$ cat src/rtl/imem_loader.sv
// imem_loader: receives a program as a valid/ready byte stream, packs every
// IWIDTH/8 bytes big-endian into one instruction word and writes the words to
// instruction memory at consecutive addresses starting at 0. While a load is in
// progress the core's fetch stage is held in reset through cpu_hold_o.
// Optional feature: define IMEM_LOADER_CHECKSUM_EN to consume one trailing XOR
// checksum byte after the last word and report a mismatch on err_o.

module imem_loader #(
   parameter int IWIDTH = 24,
   parameter int PWIDTH = 16
) (
   input  logic              clk_i,
   input  logic              rst_i,
   input  logic              start_i,
   input  logic [PWIDTH-1:0] len_i,
   input  logic              byte_valid_i,
   input  logic [7:0]        byte_data_i,
   output logic              byte_ready_o,
   output logic              we_o,
   output logic [PWIDTH-1:0] waddr_o,
   output logic [IWIDTH-1:0] wdata_o,
   output logic              busy_o,
   output logic              cpu_hold_o,
   output logic              done_o,
   output logic              err_o
);

   localparam int BPW = IWIDTH / 8;
   localparam int BCW = (BPW > 1) ? $clog2(BPW) : 1;

   typedef enum logic [2:0] {
      IDLE,
      RECV,
      WRITE,
`ifdef IMEM_LOADER_CHECKSUM_EN
      CHECK,
`endif
      DONE
   } state_t;

   state_t            state;
   state_t            state_next;
   logic [PWIDTH-1:0] len_q;
   logic [PWIDTH-1:0] word_cnt;
   logic [BCW-1:0]    byte_cnt;
   logic [IWIDTH-1:0] buffer;
   logic [IWIDTH-1:0] buffer_shifted;
   logic [IWIDTH+7:0] buffer_wide;
   logic [PWIDTH-1:0] waddr_q;
   logic [IWIDTH-1:0] wdata_q;
   logic              ready;
   logic              write_en;
   logic              done;
   logic              last_byte;
   logic              last_word;
   logic              xfer;
`ifdef IMEM_LOADER_CHECKSUM_EN
   logic [7:0]        acc;
   logic              err_q;
`endif

   // Appending the new byte at the bottom and dropping the top byte makes the
   // first byte of a word end up as its MSB; the wide concatenation keeps this
   // valid even for single-byte words.
   assign buffer_wide    = {buffer, byte_data_i};
   assign buffer_shifted = buffer_wide[IWIDTH-1:0];

   assign xfer      = byte_valid_i & ready;
   assign last_byte = (byte_cnt == BCW'(BPW - 1));
   assign last_word = (word_cnt == (len_q - PWIDTH'(1)));

   // State register; reset drops straight back to IDLE from any state.
   always_ff @(posedge clk_i or posedge rst_i) begin
      if (rst_i) begin
         state <= IDLE;
      end else begin
         state <= state_next;
      end
   end

   // Next-state logic and per-state strobes (ready, write enable, done).
   always_comb begin
      state_next = state;
      ready      = 1'b0;
      write_en   = 1'b0;
      done       = 1'b0;
      unique case (state)
         IDLE: begin
            if (start_i) begin
               state_next = (len_i != '0) ? RECV : DONE;
            end
         end
         RECV: begin
            ready = 1'b1;
            if (byte_valid_i && last_byte) begin
               state_next = WRITE;
            end
         end
         WRITE: begin
            write_en = 1'b1;
            if (last_word) begin
`ifdef IMEM_LOADER_CHECKSUM_EN
               state_next = CHECK;
`else
               state_next = DONE;
`endif
            end else begin
               state_next = RECV;
            end
         end
`ifdef IMEM_LOADER_CHECKSUM_EN
         CHECK: begin
            ready = 1'b1;
            if (byte_valid_i) begin
               state_next = DONE;
            end
         end
`endif
         DONE: begin
            done       = 1'b1;
            state_next = IDLE;
         end
         default: begin
            state_next = IDLE;
         end
      endcase
   end

   // Datapath: byte packing, word/byte counters and the registered write
   // address/data, which are captured on the last byte of a word so they are
   // valid throughout WRITE and hold their value afterwards.
   always_ff @(posedge clk_i or posedge rst_i) begin
      if (rst_i) begin
         len_q    <= '0;
         word_cnt <= '0;
         byte_cnt <= '0;
         buffer   <= '0;
         waddr_q  <= '0;
         wdata_q  <= '0;
      end else begin
         if (state == IDLE && start_i) begin
            len_q    <= len_i;
            word_cnt <= '0;
            byte_cnt <= '0;
            buffer   <= '0;
         end
         if (state == RECV && xfer) begin
            buffer <= buffer_shifted;
            if (last_byte) begin
               byte_cnt <= '0;
               waddr_q  <= word_cnt;
               wdata_q  <= buffer_shifted;
            end else begin
               byte_cnt <= byte_cnt + BCW'(1);
            end
         end
         if (state == WRITE && !last_word) begin
            word_cnt <= word_cnt + PWIDTH'(1);
         end
      end
   end

`ifdef IMEM_LOADER_CHECKSUM_EN
   // Running XOR of every data byte of the current load, and the sticky
   // mismatch flag that is only cleared by the next accepted start.
   always_ff @(posedge clk_i or posedge rst_i) begin
      if (rst_i) begin
         acc   <= '0;
         err_q <= 1'b0;
      end else begin
         if (state == IDLE && start_i) begin
            acc   <= '0;
            err_q <= 1'b0;
         end
         if (state == RECV && xfer) begin
            acc <= acc ^ byte_data_i;
         end
         if (state == CHECK && xfer) begin
            err_q <= (byte_data_i != acc);
         end
      end
   end

   assign err_o = err_q;
`else
   assign err_o = 1'b0;
`endif

   assign byte_ready_o = ready;
   assign we_o         = write_en;
   assign waddr_o      = waddr_q;
   assign wdata_o      = wdata_q;
   assign done_o       = done;
   assign busy_o       = (state != IDLE);
   assign cpu_hold_o   = (state != IDLE);

endmodule

$ cat config.mk
export PLATFORM = sky130hd
export DESIGN_NAME = imem_loader
export DESIGN_NICKNAME = d
export VERILOG_FILES = /design/src/rtl/imem_loader.sv
export SDC_FILE = /design/constraint.sdc
export NUM_CORES = 1
export LEC_CHECK = 0
export CAP_MARGIN = 20
export CORE_MARGIN = 1.5
export CORE_UTILIZATION = 41
export CTS_CLUSTER_DIAMETER = 40
export DETAILED_ROUTE_END_ITERATION = 7
export MAX_ROUTING_LAYER = met4
export SYNTH_ARGS = -nofsm -noshare
export SYNTH_HDL_FRONTEND = slang
export SYNTH_SLANG_ARGS = --single-unit
$ cat constraint.sdc
create_clock -name clk_i -period 3.9 [get_ports clk_i]
set_input_delay 0.585 -clock clk_i [delete_from_list [all_inputs] [get_ports clk_i]]
set_output_delay 0.585 -clock clk_i [all_outputs]
set_load 0.005 [all_outputs]
==> flow_summary.json, run 1 <==
{
  "htree_levels": 3,
  "nNetsFinal": 505,
  "outcome": "finished, final reports clean",
  "drive_gt1_frac": 0.1521,
  "power_leakage_uw": 0.002451,
  "finClkSkew_ns": 0.01100,
  "postRouteAntennaNets": 0,
  "synth-xor-area-share": 0.03340,
  "synth_edf_count": 0,
  "start_util": 0.4280,
  "grt_pass1_vias": 3398,
  "finish.utilization": 0.5249,
  "period_needed_ns": 3.029,
  "ys_seq_area_frac": 0.5164,
  "r2r_setup_slack_ns": 0.87,
  "startpoint_type": "flip-flop",
  "syn_avg_cell_area_um2": 10.85,
  "grt_overflow": 0,
  "dp_hpwl_um": 7087,
  "total_power_uw": 3681,
  "p_switching_uw": 1266,
  "rsz0062_at_grt": "false",
  "combinationalPowerShare": 0.394,
  "cellInternalPower_uw": 2415,
  "routedWlPerCell_um": 16.42,
  "drc": 0,
  "die_y_um": 107.3,
  "endpoint_kind": "flip-flop",
  "cts_resized": 0,
  "final_cell_mix": "92 x dfrtp_1, 75 x nand2_1, 72 x clkdlybuf4s50_1",
  "whs_ns": 0.5037,
  "crit_arrival_ns": 3.28,
  "peakVddDrop_uv": 347.0,
  "setup_viol": 0,
  "place.gp.congestion": 0.8065,
  "antenna_found_initial": 0,
  "cts_made_buffers": 9,
  "synth-seq-cells": 92,
  "grt_max_degree": 40,
  "seqPwrFrac": 0.438,
  "hold_viol": 0,
  "io_pins": 74,
  "swShare": 0.3440,
  "postCtsSetupBuffers": 0,
  "synth_top_family_by_area": "simple AND/OR/NAND/NOR gates",
  "post-route-period-util": 0.7767,
  "drtIter0Drc": 147,
  "ctsHoldBuffers": 0,
  "first_pass_iters": 4,
  "tns_ns": 0,
  "worstMarginPinSlew_ns": 0.9296,
  "power_frac_clock": 0.168,
  "core.rowCount": 37,
  "powerDensity_nw_per_um2": 673.2,
  "portBuffers": 72,
  "muxShareOfSynthArea": 0.1443,
  "syn_inst": 411,
  "synth-main-ff-cell": "dfrtp_1",
  "die_w_um": 107.3,
  "antenna_cells": 0,
  "core_um2": 10420,
  "required_ns": 4.15,
  "die_area_um2": 11510,
  "clockBufferDepth": 2,
  "cap_violations": 0,
  "route.vias.total": 3287,
  "syn_nets": 441,
  "hold_path.class": "reg -> reg",
  "cts_num_sinks": 92,
  "clk_pin_slew_ns": 0.09,
  "clockRootBuffer": "clkbuf_8",
  "clk_latency_ns": 0.37,
  "async_reset_ff_frac": 1.000,
  "synth_cell_types": 55,
  "grt_pass1_wl_um": 16900,
  "fmax_mhz": 330.1,
  "synthesis.area_um2": 4458,
  "wirelength_um": 10110,
  "yosys.area_share.adder": 0.005613,
  "synth_compound_area_frac": 0.08420,
  "final_common_cell": "dfrtp_1",
  "max_slew_margin": 0.3788,
  "critical_path_class": "reg -> reg",
  "slew_violations": 0,
  "drt-vias-per-instance": 5.336,
  "syn2layout_area_growth_pct": 22.65,
  "cp_max_fo": 18,
  "yosys_warnings": 0,
  "grt_usage": 0.1947,
  "tritoncts": "done",
  "synth_simple_gate_area_frac": 0.1791
}
==> power by group through the flow <==
| stage | clock network [uW] | registers (uW) | logic (uW) |
|---|---|---|---|
| after floorplan | 0 | 1540 | 892 |
| after global placement | 0 | 1620 | 1430 |
| after detailed placement | 0 | 1630 | 1460 |
| after CTS | 643 | 1620 | 1470 |
| after global routing | 677 | 1670 | 1610 |
| final | 617 | 1610 | 1450 |
==> final timing paths <==
check,from,to,cells after the start
max,len_q[0],word_cnt[14],10
min,buffer[13],buffer[13],1
max reg2reg,len_q[0],word_cnt[14],10
min reg2reg,buffer[13],buffer[13],1
max in group asynchronous,rst_i,wdata_o[23],3
min in group asynchronous,rst_i,wdata_o[20],2
==> metal layers <==
layer  GRT usage  routed length [um]  vias up
li1            -                   -     1558
met1      0.2612                4882     1643
met2      0.2948                4688       78
met3     0.04782                 462        8
met4     0.05524                  81        0
met5           -                   0        -
==> through the flow <==
stage	setup slack, ns	instance area, um^2	instances
5_1_grt	0.5656	5468	616
3_3_place_gp	1.003	5280	600
6_report	0.8709	5468	616
4_1_cts	0.8693	5468	616
3_5_place_dp	0.8743	5280	600
2_1_floorplan	0.9230	4458	411
==> state kept, by name, indices dropped and copies added, names as in the netlist <==
register	cells
buffer	16
byte_cnt	2
len_q	16
state	2
waddr_o	16
wdata_o	24
word_cnt	16
==> kinds of logic (layout without fill, tap and decap cells) <==
kind of cell	Yosys count	after routing
simple gates	156	156
flops	92	92
mux	59	59
compound gates	49	49
buf+inv	35	104
xor+xnor	17	17
fa+ha+maj	2	2
other cells	1	1
==> cells in the mapped netlist, types with 4 or more instances <==
library cell  count  share of area
and2_1            5         0.0070
mux2i_1          17          0.038
nor3b_1           5         0.0084
nor2_1           15          0.013
nand3_1           8         0.0090
o21ai_0           8         0.0090
nor4_1            5         0.0070
xor2_1            8          0.016
clkbuf_1         21          0.018
nor3_1            8         0.0090
dfrtp_1          92           0.52
nor2b_1           7         0.0098
inv_1             9         0.0076
a22o_1           17          0.033
nand2_1          75          0.063
nand4_1           5         0.0070
xnor2_1           9          0.018
and3_1            4         0.0056
mux2_2           41           0.10
==> layout make-up <==
| class | count | area, um^2 |
|---|---|---|
| clock buffer | 12 | 155.1 |
| tap | 136 | 170.2 |
| timing repair buffer | 79 | 773.2 |
| sequential | 92 | 2302 |
| inverter | 9 | 35.03 |
| fill | 954 | 4949 |
| clock inverter | 4 | 32.53 |
| multi-input combinational | 284 | 1999 |
==> critical path, stage by stage, from the launching register on <==
cell	delay [ns]
dfrtp_1	0.43
inv_1	0.09
ha_1	0.28
or4b_2	0.62
nor4_2	0.19
xnor2_1	0.11
nor3b_1	0.15
and4b_4	0.21
a21oi_4	0.47
mux2i_1	0.26
mux2i_1	0.11
Note: power is estimated with default switching activity, not from simulation.
==> inputs of run 2 (changes only) <==
--- a/config.mk
+++ b/config.mk
@@ -11,6 +11,7 @@
 export CTS_CLUSTER_DIAMETER = 40
 export DETAILED_ROUTE_END_ITERATION = 7
 export MAX_ROUTING_LAYER = met4
+export PLACE_DENSITY = 0.67
 export SYNTH_ARGS = -nofsm -noshare
 export SYNTH_HDL_FRONTEND = slang
 export SYNTH_SLANG_ARGS = --single-unit
==> constraint.sdc (replaced) <==
create_clock -name clk_i -period 2.68 [get_ports clk_i]
set_input_delay 0.402 -clock clk_i [delete_from_list [all_inputs] [get_ports clk_i]]
set_output_delay 0.402 -clock clk_i [all_outputs]
set_load 0.005 [all_outputs]
==> run 2 against run 1 <==
The flow now finishes with violations (setup timing). Sequential power up 40%. Fmax increased by 10%. Combinational power grew 79%. Global-route usage rose by 0.82 points.
==> flow_summary.json, run 2 (synthesized netlist as in run 1, its figures left out) <==
{
  "hold_viol": 0,
  "cts_made_buffers": 9,
  "grt_pass1_wl_um": 17720,
  "design_area_um2": 5772,
  "final_common_cell": "dfrtp_1",
  "core_um2": 10420,
  "ctsHoldBuffers": 0,
  "cts_num_sinks": 92,
  "tritoncts": "done",
  "postRouteAntennaNets": 0,
  "post-route-period-util": 1.023,
  "peakVddDrop_uv": 502.5,
  "cp_slowest_cell": "or3_4",
  "fmax_mhz": 364.7,
  "grt_pass1_vias": 3526,
  "worstMarginPinSlew_ns": 0.5186,
  "clk_pin_slew_ns": 0.10,
  "drive_gt1_frac": 0.2174,
  "core.rowCount": 37,
  "whs_ns": 0.4709,
  "crit_chain": "buf_4 > or3_4 > or3b_1 > a21oi_2 > o311ai_1 > nor4b_1 > nand4_1 > nand4_1 > mux2i_1",
  "slew_violations": 0,
  "die_area_um2": 11510,
  "setup_ws_ns": -0.06161,
  "hold_path.class": "in -> async",
  "crit_arrival_ns": 3.03,
  "die_y_um": 107.3,
  "wirelength_um": 10430,
  "final_cell_mix": "92 x dfrtp_1, 75 x nand2_1, 72 x clkdlybuf4s50_1",
  "cp_max_fo": 8,
  "dpl-instance-area_um2": 5438,
  "cap_violations": 0,
  "period_needed_ns": 2.742,
  "htree_levels": 3,
  "portBuffers": 72,
  "startpoint_type": "flip-flop",
  "grt_max_degree": 93,
  "crit_top_cell": "nand4_1",
  "antenna_found_initial": 0,
  "place.gp.congestion": 0.8531,
  "grt_usage": 0.2030,
  "rsz0062_at_grt": "true",
  "start_util": 0.4280,
  "die_w_um": 107.3,
  "violations": "setup timing",
  "powerDensity_nw_per_um2": 1001,
  "final_cell_count_no_fill": 642,
  "outcome": "finished with violations",
  "required_ns": 2.97,
  "largest_reg_flops": 24,
  "clockRootBuffer": "clkbuf_8",
  "syn2layout_area_growth_pct": 29.47,
  "drtIter0Drc": 219,
  "placed_cells": 619,
  "io_pins": 74,
  "grt_overflow": 0,
  "clockBufferDepth": 2,
  "dp_hpwl_um": 7337,
  "critical_path_class": "reg -> reg",
  "tns_ns": -0.2873,
  "power_leakage_uw": 0.002611,
  "clk_latency_ns": 0.37,
  "cpPeakStageDelay_ns": 0.44,
  "antenna_cells": 0,
  "post-place-ws_ns": -0.1993,
  "drt-vias-per-instance": 5.327,
  "max_slew_margin": 0.6542,
  "nNetsFinal": 531,
  "route.vias.total": 3420,
  "finClkSkew_ns": 0.01209,
  "first_pass_iters": 4,
  "routedWlPerCell_um": 16.25,
  "drc": 0,
  "endpoint_kind": "flip-flop",
  "setup_viol": 8
}
[run 2: cell type report]
cell class	count	area, um^2
clock buffer	10	137.6
clock inverter	6	56.30
fill	912	4644
inverter	9	37.54
multi-input combinational	284	2058
sequential	92	2302
tap	136	170.2
timing repair buffer	105	1010
[run 2: worst paths after layout]
path                            startpoint  depth (start not counted)  slack, ns          end
worst max-delay path              len_q[1]                          9      -0.06  word_cnt[6]
worst max register to register    len_q[1]                          9      -0.06  word_cnt[6]
worst min register to register   buffer[8]                          1       0.51    buffer[8]
min in group clk_i               buffer[8]                          1       0.51    buffer[8]
max in group asynchronous            rst_i                          3       1.77  waddr_o[12]
worst min-delay path                 rst_i                          3       0.47   buffer[11]
[run 2: power by group]
part	internal (uW)	switching, uW
sequential	1900	362
combinational	1490	1100
clock	383	547
total	3770	2010
[run 2: per-layer routing]
layer | part of all wire | track usage | vias up
met5 | 0 | - | -
met4 | 0.018 | 0.07429 | 0
met3 | 0.050 | 0.04540 | 16
met2 | 0.47 | 0.3025 | 79
met1 | 0.46 | 0.2723 | 1707
li1 | - | - | 1618
[run 2: critical path, delay by kind of cell (launching register included)]
kind / cells / cell delay [ns]
flops: 1 / 0.39
buf+inv: 1 / 0.14
compound gates: 2 / 0.31
simple gates: 5 / 1.65
mux: 1 / 0.18
[run 2: timing repair]
| item | in CTS | in global routing |
|---|---|---|
| setup buffers | 7 | 0 |
| pin swaps | 11 | 10 |
| endpoints found under the setup margin | 15 | 17 |
| gates resized for setup | 8 | 6 |
[run 2: stage by stage]
| stage | power (uW) | util |
|---|---|---|
| floorplan | 3545 | - |
| global placement | 4659 | 0.5220 |
| detailed placement | 4712 | 0.5220 |
| CTS | 5794 | 0.5515 |
| global route | 6184 | 0.5541 |
| finish | 5780 | 0.5541 |
